### src/rtl/fixed_point_pkg.sv
// Shared types and sizing helpers for the digit-serial fixed-point units.
package fixed_point_pkg;

  typedef enum logic [1:0] {IDLE, BUSY, DONE} state_t;

  // Number of digit slices in one operand.
  function automatic int digit_count(input int width, input int digit);
    return width / digit;
  endfunction

  // The counter is kept at least one bit wide so that DIGIT == WIDTH still elaborates.
  function automatic int digit_cnt_width(input int width, input int digit);
    return (width / digit > 1) ? $clog2(width / digit) : 1;
  endfunction

endpackage

### src/rtl/digit_subtract_slice.sv
// One DIGIT-wide ripple slice of a + ~b + cin. The caller supplies b already inverted.
module digit_subtract_slice #(
  parameter int DIGIT = 4
) (
  input  logic [DIGIT-1:0] a,
  input  logic [DIGIT-1:0] b_inv,
  input  logic             cin,
  output logic [DIGIT-1:0] sum,
  output logic             cout,
  output logic [DIGIT-1:0] prop,
  output logic [DIGIT-1:0] gen
);

  logic [DIGIT:0] c;

  assign prop = a ^ b_inv;
  assign gen  = a & b_inv;

  always_comb begin
    c[0] = cin;
    for (int i = 0; i < DIGIT; i++) c[i+1] = gen[i] | (prop[i] & c[i]);
  end

  assign sum  = prop ^ c[DIGIT-1:0];
  assign cout = c[DIGIT];

endmodule

### src/rtl/digit_serial_subtract.sv
// Digit-serial subtractor d = a - b, DIGIT bits per cycle, LS digit first.
// Define DIGIT_SERIAL_SUBTRACT_SAT_EN to saturate d on signed overflow.
module digit_serial_subtract
  import fixed_point_pkg::*;
#(
  parameter int WIDTH = 16,
  parameter int DIGIT = 4
) (
  input  logic             clk,
  input  logic             rst,
  input  logic             in_valid,
  output logic             in_ready,
  input  logic [WIDTH-1:0] a,
  input  logic [WIDTH-1:0] b,
  output logic             out_valid,
  input  logic             out_ready,
  output logic [WIDTH-1:0] d,
  output logic             borrow,
  output logic             ovf
);

  localparam int N  = digit_count(WIDTH, DIGIT);
  localparam int CW = digit_cnt_width(WIDTH, DIGIT);

  if (DIGIT < 1 || DIGIT > WIDTH || (WIDTH % DIGIT) != 0) begin : g_bad_params
    $error("digit_serial_subtract: WIDTH must be a multiple of DIGIT and 1 <= DIGIT <= WIDTH");
  end

  state_t            state, state_nx;
  logic [CW-1:0]     cnt;
  logic              carry;
  logic [WIDTH-1:0]  a_sh, nb_sh, res_sh, res_nx, d_fin;
  logic              sign_a, sign_b;
  logic [DIGIT-1:0]  sum, prop, gen;
  logic              cout, last, ovf_nx;
  logic              slice_unused;

  digit_subtract_slice #(.DIGIT(DIGIT)) u_slice (
    .a     (a_sh[DIGIT-1:0]),
    .b_inv (nb_sh[DIGIT-1:0]),
    .cin   (carry),
    .sum   (sum),
    .cout  (cout),
    .prop  (prop),
    .gen   (gen)
  );

  // Propagate/generate are exported for a lookahead variant; the ripple carry suffices here.
  assign slice_unused = ^{prop, gen};

  assign last   = (cnt == CW'(N - 1));
  assign res_nx = (WIDTH'(sum) << (WIDTH - DIGIT)) | (res_sh >> DIGIT);
  // On the last digit res_nx is the full difference, so its MSB is sign(d).
  assign ovf_nx = (sign_a != sign_b) && (res_nx[WIDTH-1] != sign_a);

`ifdef DIGIT_SERIAL_SUBTRACT_SAT_EN
  localparam logic [WIDTH-1:0] SMIN = WIDTH'(1) << (WIDTH - 1);
  assign d_fin = ovf_nx ? (sign_a ? SMIN : ~SMIN) : res_nx;
`else
  assign d_fin = res_nx;
`endif

  always_comb begin
    state_nx = state;
    case (state)
      IDLE:    if (in_valid)  state_nx = BUSY;
      BUSY:    if (last)      state_nx = DONE;
      DONE:    if (out_ready) state_nx = IDLE;
      default: state_nx = IDLE;
    endcase
  end

  assign in_ready  = (state == IDLE);
  assign out_valid = (state == DONE);

  always_ff @(posedge clk) begin
    if (rst) begin
      state  <= IDLE;
      cnt    <= '0;
      carry  <= 1'b1;
      a_sh   <= '0;
      nb_sh  <= '0;
      res_sh <= '0;
      sign_a <= 1'b0;
      sign_b <= 1'b0;
      d      <= '0;
      borrow <= 1'b0;
      ovf    <= 1'b0;
    end else begin
      state <= state_nx;
      case (state)
        IDLE: if (in_valid) begin
          a_sh   <= a;
          nb_sh  <= ~b;
          carry  <= 1'b1;
          cnt    <= '0;
          sign_a <= a[WIDTH-1];
          sign_b <= b[WIDTH-1];
        end
        BUSY: begin
          a_sh   <= a_sh >> DIGIT;
          nb_sh  <= nb_sh >> DIGIT;
          res_sh <= res_nx;
          carry  <= cout;
          cnt    <= cnt + 1'b1;
          if (last) begin
            d      <= d_fin;
            borrow <= ~cout;
            ovf    <= ovf_nx;
          end
        end
        default: ;
      endcase
    end
  end

endmodule

### config.mk
export PLATFORM = sky130hd
export DESIGN_NAME = digit_serial_subtract
export DESIGN_NICKNAME = d
export VERILOG_FILES = /design/src/rtl/fixed_point_pkg.sv /design/src/rtl/digit_subtract_slice.sv /design/src/rtl/digit_serial_subtract.sv
export SDC_FILE = /design/constraint.sdc
export NUM_CORES = 1
export LEC_CHECK = 0
export CAP_MARGIN = 25
export CORE_ASPECT_RATIO = 1.5
export CORE_MARGIN = 3
export CORE_UTILIZATION = 51
export CTS_CLUSTER_SIZE = 40
export DETAILED_ROUTE_END_ITERATION = 16
export HOLD_SLACK_MARGIN = 0.15
export MAX_ROUTING_LAYER = met4
export PLACE_DENSITY = 0.76
export SLEW_MARGIN = 5
export SYNTH_ARGS = -nofsm -noshare
export SYNTH_HDL_FRONTEND = slang
export SYNTH_HIERARCHICAL = 1
export SYNTH_SLANG_ARGS = --single-unit
### constraint.sdc
create_clock -name clk -period 3.3 [get_ports clk]
set_input_delay 0.495 -clock clk [delete_from_list [all_inputs] [get_ports clk]]
set_output_delay 0.495 -clock clk [all_outputs]
set_load 0.05 [all_outputs]
==> flow_metrics.env, run 1 <==
export IMPL_grt_overflow=0
export IMPL_portBuffers=55
export IMPL_clockRootBuffer="clkbuf_8"
export IMPL_cts_resized=0
export IMPL_cts_buffers=9
export IMPL_power_density_nw_per_um2=495.7
export IMPL_grt_pass1_vias=2203
export IMPL_ir_drop_mv=0.3073
export IMPL_static_leakage_power_nw=1.344
export IMPL_gp_congestion=0.8068
export IMPL_worst_setup_path_type="reg -> reg"
export IMPL_dp_cells=443
export IMPL_stdcell_count=457
export IMPL_cts_setup_buffers=0
export IMPL_finalWirelength_um=5552
export IMPL_io_pins=56
export IMPL_grt_pass1_wl_um=9701
export IMPL_r2r_start="a_sh[0]"
export IMPL_crit_path_end_kind="flop"
export IMPL_layout_common_cells="74 x nand2_1, 68 x dfxtp_1, 54 x clkdlybuf4s50_1"
export IMPL_cts_tree="yes"
export IMPL_crit_required_ns=3.55
export IMPL_hold_buffers=0
export IMPL_skew_ns=0.009094
export IMPL_cts_clk_slew_worst_paths_ns=0.07
export IMPL_syn_nets=382
export IMPL_ys_warn_count=6
export IMPL_cp_slowest_stage_delay_ns=0.49
export IMPL_drt_antenna_violating_nets=0
export IMPL_min_to="nb_sh[5]"
export IMPL_worst_slack_ns=0.6595
export IMPL_grt_use_total_pct=19.49
export IMPL_arrival_ns=2.89
export IMPL_fin_crit_sh_pct=80.02
export IMPL_post_drt_wl_per_cell_um=12.15
export IMPL_antenna_found_initial=0
export IMPL_worstMarginPinSlew_ns=0.7270
export IMPL_post_dp_hpwl_um=3891
export IMPL_die_h_um=97.94
export IMPL_fmax_mhz=378.7
export IMPL_setup_tns_final_ns=0
export IMPL_diodes=0
export IMPL_cpLargestDelayFamily="adder cells"
export IMPL_holdCritPathClass="reg -> reg"
export IMPL_outcome="finished clean"
export IMPL_fin_util_pct=68.21
export IMPL_h_tree_depth=3
export IMPL_drtIter0Drc=151
export IMPL_cp_max_fo=4
export IMPL_rsz0062_at_grt="no"
export IMPL_dr_pass1_iters=4
export IMPL_insertion_delay_ns=0.34
export IMPL_start_kind="flop"
export IMPL_viasPerCell=5.123
export IMPL_cpMaxStageDelayCell="fa_1"
export IMPL_rows=32
export IMPL_drive_gt1_share_pct=6.170
export IMPL_cts_sinks=69
export IMPL_report_final_slew_viol_count=0
export IMPL_nets=427
export IMPL_min_period_ns=2.641
export IMPL_hold_path_depth=2
export IMPL_cp_num_buf_inv=4
export IMPL_initial_core_util_pct=54.38
export IMPL_r2r_end="ovf"
export IMPL_syn_area_per_cell_um2=8.428
export IMPL_synth_area_um2=2874
export IMPL_rr_worst_depth=10
export IMPL_slew_headroom_pct=51.53
export IMPL_rrSetupSlack_ns=0.66
export IMPL_syn2layout_area_growth_pct=25.42
export IMPL_final_common_cell="nand2_1"
export IMPL_crit_path_cell_trace="inv_1 > fa_1 > inv_1 > fa_1 > fa_1 > inv_1 > fa_1 > inv_1 > or3b_2 > a311oi_2"
export IMPL_drc_errors=0
export IMPL_syn_inst=341
export IMPL_clockBufferDepth=2
export IMPL_hold_viol_final=0
export IMPL_grt_max_degree=40
export IMPL_place_ws_ns=0.6676
export IMPL_min_from="nb_sh[5]"
export IMPL_core_um2=5285
export IMPL_finalSetupViolCount=0
export IMPL_drv_cap=0
export IMPL_vias=2341
export IMPL_dieArea_um2=6591
export IMPL_die_width_um=67.30
-- flip-flops by register name, summed over array words and instances (netlist names) --
signal,cells
a_sh,16
borrow,1
carry,1
cnt,2
d,16
nb_sh,16
ovf,1
res_sh,12
sign_a,1
sign_b,1
state,2
-- routing by layer --
metal / track usage [%] / vias up / part of all wire (%) / routed length, µm
li1: - / 1212 / - / -
met1: 22.47 / 1080 / 43 / 2387
met2: 31.44 / 41 / 52 / 2898
met3: 3.452 / 8 / 2.9 / 162
met4: 10.31 / 0 / 1.9 / 104
met5: - / - / 0 / 0
-- final cells by class --
type | count | area (µm²)
clock inverters | 1 | 30.03
fillers | 481 | 1680
well taps | 68 | 85.08
inverters | 12 | 45.04
clock buffers | 13 | 168.9
repair buffers | 59 | 588.1
flip-flops and latches | 69 | 1383
multi-input cells | 235 | 1305
-- worst register-to-register path: stages (launching register included) --
cell      delay [ns]
dfxtp_1         0.33
inv_1           0.06
fa_1            0.41
inv_1           0.08
fa_1            0.19
fa_1            0.17
inv_1           0.05
fa_1            0.49
inv_1           0.07
or3b_2          0.45
a311oi_2        0.26
-- worst max path at each step --
stage                  from  cells after the start   to  slack, ns
finish              a_sh[0]                     10  ovf       0.66
global route        a_sh[0]                     10  ovf       0.53
CTS                 a_sh[0]                     10  ovf       0.64
detailed placement  a_sh[0]                     10  ovf       0.67
global placement    a_sh[0]                     10  ovf       0.69
floorplan           a_sh[0]                     10  ovf       0.75
-- per-stage QoR --
| step | power, mW | hold slack (ns) | area (µm²) |
|---|---|---|---|
| 6_report | 1.787 | 0.4468 | 3605 |
| 3_5_place_dp | 1.119 | 0.4387 | 3406 |
| 3_3_place_gp | 1.111 | 0.4352 | 3386 |
| 5_1_grt | 1.862 | 0.4644 | 3605 |
| 4_1_cts | 1.804 | 0.4479 | 3605 |
| 2_1_floorplan | 1.049 | 0.4273 | 2874 |
-- power by group --
group          total, mW  internal, mW  switching, mW
sequential         0.898         0.873         0.0251
combinational      0.200        0.0976          0.102
clock              0.689         0.403          0.286
total               1.79          1.37          0.413
Note: power is estimated with default switching activity, not from simulation.
==> run 2: changes to the inputs <==
- CORE_UTILIZATION: 51 -> 46
- PLACE_DENSITY: 0.76 -> 0.72
- clock period: 3.3 -> 2.4 ns (I/O delays scaled with it)
==> flow_metrics.env, run 2 (same netlist as run 1, synthesis figures left out) <==
export IMPL_layout_common_cells="74 x nand2_1, 65 x dfxtp_1, 54 x clkdlybuf4s50_1"
export IMPL_hold_path_depth=2
export IMPL_rsz0062_at_grt="yes"
export IMPL_start_kind="flop"
export IMPL_insertion_delay_ns=0.33
export IMPL_p_comb_share_pct=11.4
export IMPL_drv_cap=0
export IMPL_switching_share_pct=23.58
export IMPL_power_frac_seq_pct=49.6
export IMPL_holdCritPathClass="reg -> reg"
export IMPL_drc_errors=0
export IMPL_gp_congestion=0.8280
export IMPL_finalSetupViolCount=0
export IMPL_min_period_ns=2.387
export IMPL_cp_slowest_stage_delay_ns=0.46
export IMPL_cp_max_fo=2
export IMPL_finalWirelength_um=5696
export IMPL_clock_power_share_pct=39.0
export IMPL_cts_sinks=69
export IMPL_totalPowerFinal_mw=2.496
export IMPL_cts_buffers=9
export IMPL_hold_buffers=0
export IMPL_crit_path_end_kind="flop"
export IMPL_cts_tree="yes"
export IMPL_arrival_ns=2.63
export IMPL_crit_required_ns=2.65
export IMPL_syn2layout_area_growth_pct=27.04
export IMPL_grt_overflow=0
export IMPL_p_int_mw=1.907
export IMPL_initial_core_util_pct=48.60
export IMPL_slew_headroom_pct=52.39
export IMPL_nets=429
export IMPL_grt_pass1_wl_um=9798
export IMPL_die_width_um=70.54
export IMPL_power_density_nw_per_um2=683.6
export IMPL_vias=2326
export IMPL_rr_worst_depth=10
export IMPL_portBuffers=55
export IMPL_h_tree_depth=3
export IMPL_switchingPower_mw=0.5886
export IMPL_fmax_mhz=418.9
export IMPL_grt_max_degree=70
export IMPL_cpMaxStageDelayCell="fa_1"
export IMPL_skew_ns=0.009259
export IMPL_place_ws_ns=-0.06746
export IMPL_cp_num_buf_inv=4
export IMPL_antenna_found_initial=0
export IMPL_viasPerCell=5.002
export IMPL_crit_path_cell_trace="inv_2 > fa_2 > inv_2 > fa_2 > fa_2 > inv_2 > fa_1 > inv_1 > or3b_4 > a311oi_2"
export IMPL_timing_hold_ws_ns=0.4495
export IMPL_io_pins=56
export IMPL_post_drt_wl_per_cell_um=12.25
export IMPL_final_common_cell="nand2_1"
export IMPL_drt_antenna_violating_nets=0
export IMPL_worst_setup_path_type="reg -> reg"
export IMPL_grt_use_total_pct=17.27
export IMPL_cpLargestDelayFamily="adder cells"
export IMPL_drtIter0Drc=100
export IMPL_worstMarginPinSlew_ns=0.7141
export IMPL_fin_util_pct=61.74
export IMPL_static_leakage_power_nw=1.354
export IMPL_dieArea_um2=7252
export IMPL_clockRootBuffer="clkbuf_8"
export IMPL_hold_viol_final=0
export IMPL_ir_drop_mv=0.6343
export IMPL_grt_pass1_vias=2384
export IMPL_report_final_slew_viol_count=0
export IMPL_clockBufferDepth=2
export IMPL_fin_crit_sh_pct=99.47
export IMPL_cts_setup_buffers=0
export IMPL_diodes=0
export IMPL_outcome="finished clean"
export IMPL_reg_top3="a_sh: 16 flops, d: 16 flops, nb_sh: 16 flops"
export IMPL_worst_slack_ns=0.01269
export IMPL_core_um2=5913
export IMPL_die_h_um=102.8
export IMPL_dp_cells=449
export IMPL_dr_pass1_iters=4
export IMPL_cts_clk_slew_worst_paths_ns=0.07
export IMPL_path_depth=10
export IMPL_post_dp_hpwl_um=3954
export IMPL_rows=34
export IMPL_drive_gt1_share_pct=9.669
export IMPL_stdcell_count=465
-- run 2: metrics by stage --
stage	setup TNS (ns)	area [µm²]
global placement	-0.03074	3431
global route	-0.1151	3651
CTS	-0.02943	3650
floorplan	0	2879
finish	0	3651
detailed placement	-0.06746	3431
-- run 2: final cells by class --
class,count,area [µm²]
well taps,72,90.09
clock inverters,3,42.54
fillers,573,2262
flip-flops and latches,69,1386
clock buffers,13,168.9
inverters,12,45.04
multi-input cells,235,1315
repair buffers,61,603.1
-- run 2: repair_timing --
| item | in CTS | in global routing |
|---|---|---|
| setup endpoints to repair | 1 | 1 |
| cloned | 0 | 0 |
| pin swaps | 2 | 5 |
| resized for setup | 8 | 1 |
-- run 2: final timing paths --
kind | endpoint | slack, ns | from
worst max-delay path | ovf | 0.01 | nb_sh[0]
worst min-delay path | nb_sh[10] | 0.45 | nb_sh[10]
worst max register to register | ovf | 0.01 | nb_sh[0]
worst min register to register | nb_sh[10] | 0.45 | nb_sh[10]
-- run 2: per-layer routing --
metal | share of wire, % | global-route usage [%]
met1 | 42 | 17.57
met2 | 53 | 32.25
met3 | 3.7 | 3.707
met4 | 1.3 | 6.657
met5 | 0 | -
-- run 2: worst min-delay path, stage by stage (launching register included) --
cell	delay, ns
dfxtp_1	0.31
nand2_1	0.05
a21oi_1	0.05
-- run 2: power by group through the flow --
| stage | combinational (mW) | sequential [mW] | clock [mW] |
|---|---|---|---|
| 2_1_floorplan | 0.194 | 1.25 | 0 |
| 3_3_place_gp | 0.281 | 1.26 | 0 |
| 3_5_place_dp | 0.284 | 1.26 | 0 |
| 4_1_cts | 0.289 | 1.24 | 0.996 |
| 5_1_grt | 0.322 | 1.25 | 1.04 |
| 6_report | 0.284 | 1.24 | 0.975 |
==> run 3: changes to the inputs <==
- CORE_UTILIZATION: 46 -> 51
- PLACE_DENSITY: 0.72 -> 0.76
- SYNTH_HIERARCHICAL: 1 -> not set
- clock period: 2.4 -> 2.55 ns (I/O delays scaled with it)
==> flow_metrics.env, run 3 <==
export IMPL_yosys_area_top_type="dfxtp_1"
export IMPL_fmax_mhz=409.0
export IMPL_drive_gt1_share_pct=10.73
export IMPL_clockBufferDepth=2
export IMPL_crit_start="a_sh[0]"
export IMPL_stdcell_count=450
export IMPL_crit_required_ns=2.80
export IMPL_hold_buffers=0
export IMPL_arrival_ns=2.70
export IMPL_antenna_found_initial=0
export IMPL_fin_crit_sh_pct=95.88
export IMPL_gp_congestion=0.7754
export IMPL_synthArstFlopShare_pct=0
export IMPL_h_tree_depth=3
export IMPL_nets=418
export IMPL_rows=32
export IMPL_cts_buffers=9
export IMPL_cts_tree="yes"
export IMPL_finalSetupViolCount=0
export IMPL_vias=2295
export IMPL_finalWirelength_um=5683
export IMPL_viasPerCell=5.100
export IMPL_timing_hold_ws_ns=0.4480
export IMPL_synth_top_area_share_pct=48.15
export IMPL_grt_pass1_vias=2189
export IMPL_rr_worst_depth=8
export IMPL_io_pins=56
export IMPL_syn2layout_area_growth_pct=25.56
export IMPL_drc_errors=0
export IMPL_ys_warn_count=0
export IMPL_diodes=0
export IMPL_crit_end="ovf"
export IMPL_hold_viol_final=0
export IMPL_synth_area_um2=2869
export IMPL_dr_pass1_iters=4
export IMPL_worstMarginPinSlew_ns=0.7444
export IMPL_cts_clk_slew_worst_paths_ns=0.07
export IMPL_yosys_top_cells_area="dfxtp_1 48%, nand2_1 9.0%, a21oi_1 7.3%"
export IMPL_grt_pass1_wl_um=9749
export IMPL_report_final_slew_viol_count=0
export IMPL_post_drt_wl_per_cell_um=12.63
export IMPL_ys_ff_latch=69
export IMPL_die_h_um=97.86
export IMPL_worst_setup_path_type="reg -> reg"
export IMPL_rsz0062_at_grt="yes"
export IMPL_synth_main_ff_cell="dfxtp_1"
export IMPL_fillers=458
export IMPL_outcome="finished clean"
export IMPL_insertion_delay_ns=0.34
export IMPL_syn_inst=331
export IMPL_syn_nets=372
export IMPL_synth_distinct_cells=32
export IMPL_ys_seq_area_share_pct=48.15
export IMPL_portBuffers=55
export IMPL_reg_top3="a_sh: 16 flops, d: 16 flops, nb_sh: 16 flops"
export IMPL_ir_drop_mv=0.3682
export IMPL_cts_sinks=69
export IMPL_final_common_cell="nand2_1"
export IMPL_grt_use_total_pct=19.65
export IMPL_yosys_top_cells_count="69 x dfxtp_1, 69 x nand2_1, 42 x a21oi_1"
export IMPL_clockRootBuffer="clkbuf_8"
export IMPL_post_dp_hpwl_um=3998
export IMPL_initial_core_util_pct=54.29
export IMPL_crit_path_end_kind="flop"
export IMPL_dieArea_um2=6580
export IMPL_slew_headroom_pct=50.37
export IMPL_static_leakage_power_nw=1.321
export IMPL_die_width_um=67.24
export IMPL_layout_common_cells="69 x nand2_1, 67 x dfxtp_1, 54 x clkdlybuf4s50_1"
export IMPL_drt_antenna_violating_nets=0
export IMPL_r2r_end="ovf"
export IMPL_start_kind="flop"
export IMPL_syn_area_per_cell_um2=8.668
export IMPL_grt_overflow=0
export IMPL_dp_cells=434
export IMPL_r2r_start="a_sh[0]"
export IMPL_power_density_nw_per_um2=634.5
export IMPL_drv_cap=0
export IMPL_cp_max_fo=2
export IMPL_holdCritPathClass="reg -> reg"
export IMPL_min_period_ns=2.445
export IMPL_core_um2=5285
export IMPL_synth_edf_count=0
export IMPL_rrSetupSlack_ns=0.11
export IMPL_grt_max_degree=46
export IMPL_skew_ns=0.006702
export IMPL_drtIter0Drc=231
run 3: repair_timing:
| action | 4_1_cts | 5_1_grt |
|---|---|---|
| buffers inserted | 0 | 0 |
| pin swaps | 2 | 1 |
| gates cloned | 0 | 0 |
| gates resized for setup | 1 | 5 |
| setup endpoints to repair | 1 | 1 |
run 3: where the power goes:
group / internal [mW] / total (mW) / switching (mW)
clock: 0.446 / 0.850 / 0.404
combinational: 0.136 / 0.274 / 0.139
sequential: 1.13 / 1.16 / 0.0315
run 3: per-stage QoR:
step                      utilization [%]  area [µm²]  setup TNS (ns)  setup slack (ns)  total power [mW]
after floorplan                         -        2872               0          0.005238             1.362
after global placement              64.32        3400               0          0.001181             1.452
after CTS                           67.97        3592               0          0.004346             2.310
after detailed placement            64.32        3400        -0.08162          -0.08162             1.460
after global routing                68.16        3602        -0.01070          -0.01070             2.390
final                               68.16        3602               0            0.1051             2.285
run 3: layout make-up:
type | instances | area, µm² | area share, %
Clock buffer | 9 | 123.9 | 3.439
Inverter | 5 | 18.77 | 0.5210
Timing Repair Buffer | 61 | 590.6 | 16.39
Tap cell | 68 | 85.08 | 2.362
Sequential cell | 69 | 1384 | 38.42
Multi-Input combinational cell | 231 | 1334 | 37.03
Clock inverter | 7 | 66.31 | 1.841
run 3: cells by family after synthesis:
logic type / count (synthesis) / synth area share (%)
and+or+nand+nor: 131 / 20.15
AOI/OAI and AO/OA: 81 / 17.75
DFF: 69 / 48.15
buffers and inverters: 31 / 5.844
muxes: 14 / 4.884
adders and majority gates: 5 / 3.227
run 3: how the worst min path moves through the flow:
stage / startpoint / to / slack, ns / cells past startpoint
after floorplan: nb_sh[10] / nb_sh[10] / 0.43 / 2
after global placement: nb_sh[5] / nb_sh[5] / 0.44 / 2
after detailed placement: nb_sh[7] / nb_sh[7] / 0.44 / 2
after CTS: nb_sh[7] / nb_sh[7] / 0.45 / 2
after global routing: nb_sh[5] / nb_sh[5] / 0.47 / 2
final: nb_sh[7] / nb_sh[7] / 0.45 / 2
run 3: per-layer routing:
layer  track usage, %  up-vias  wire, µm
li1                 -     1194         -
met1            21.84     1041      2306
met2            32.95       52      3089
met3            4.948        8       211
met4            7.500        0        75
met5                -        -         0
run 3: critical path: stages (launching register included):
cell,delay [ns]
dfxtp_1,0.33
inv_2,0.06
fa_1,0.15
inv_1,0.05
fa_2,0.33
fa_2,0.34
fa_1,0.49
or3b_4,0.39
a311oi_2,0.22
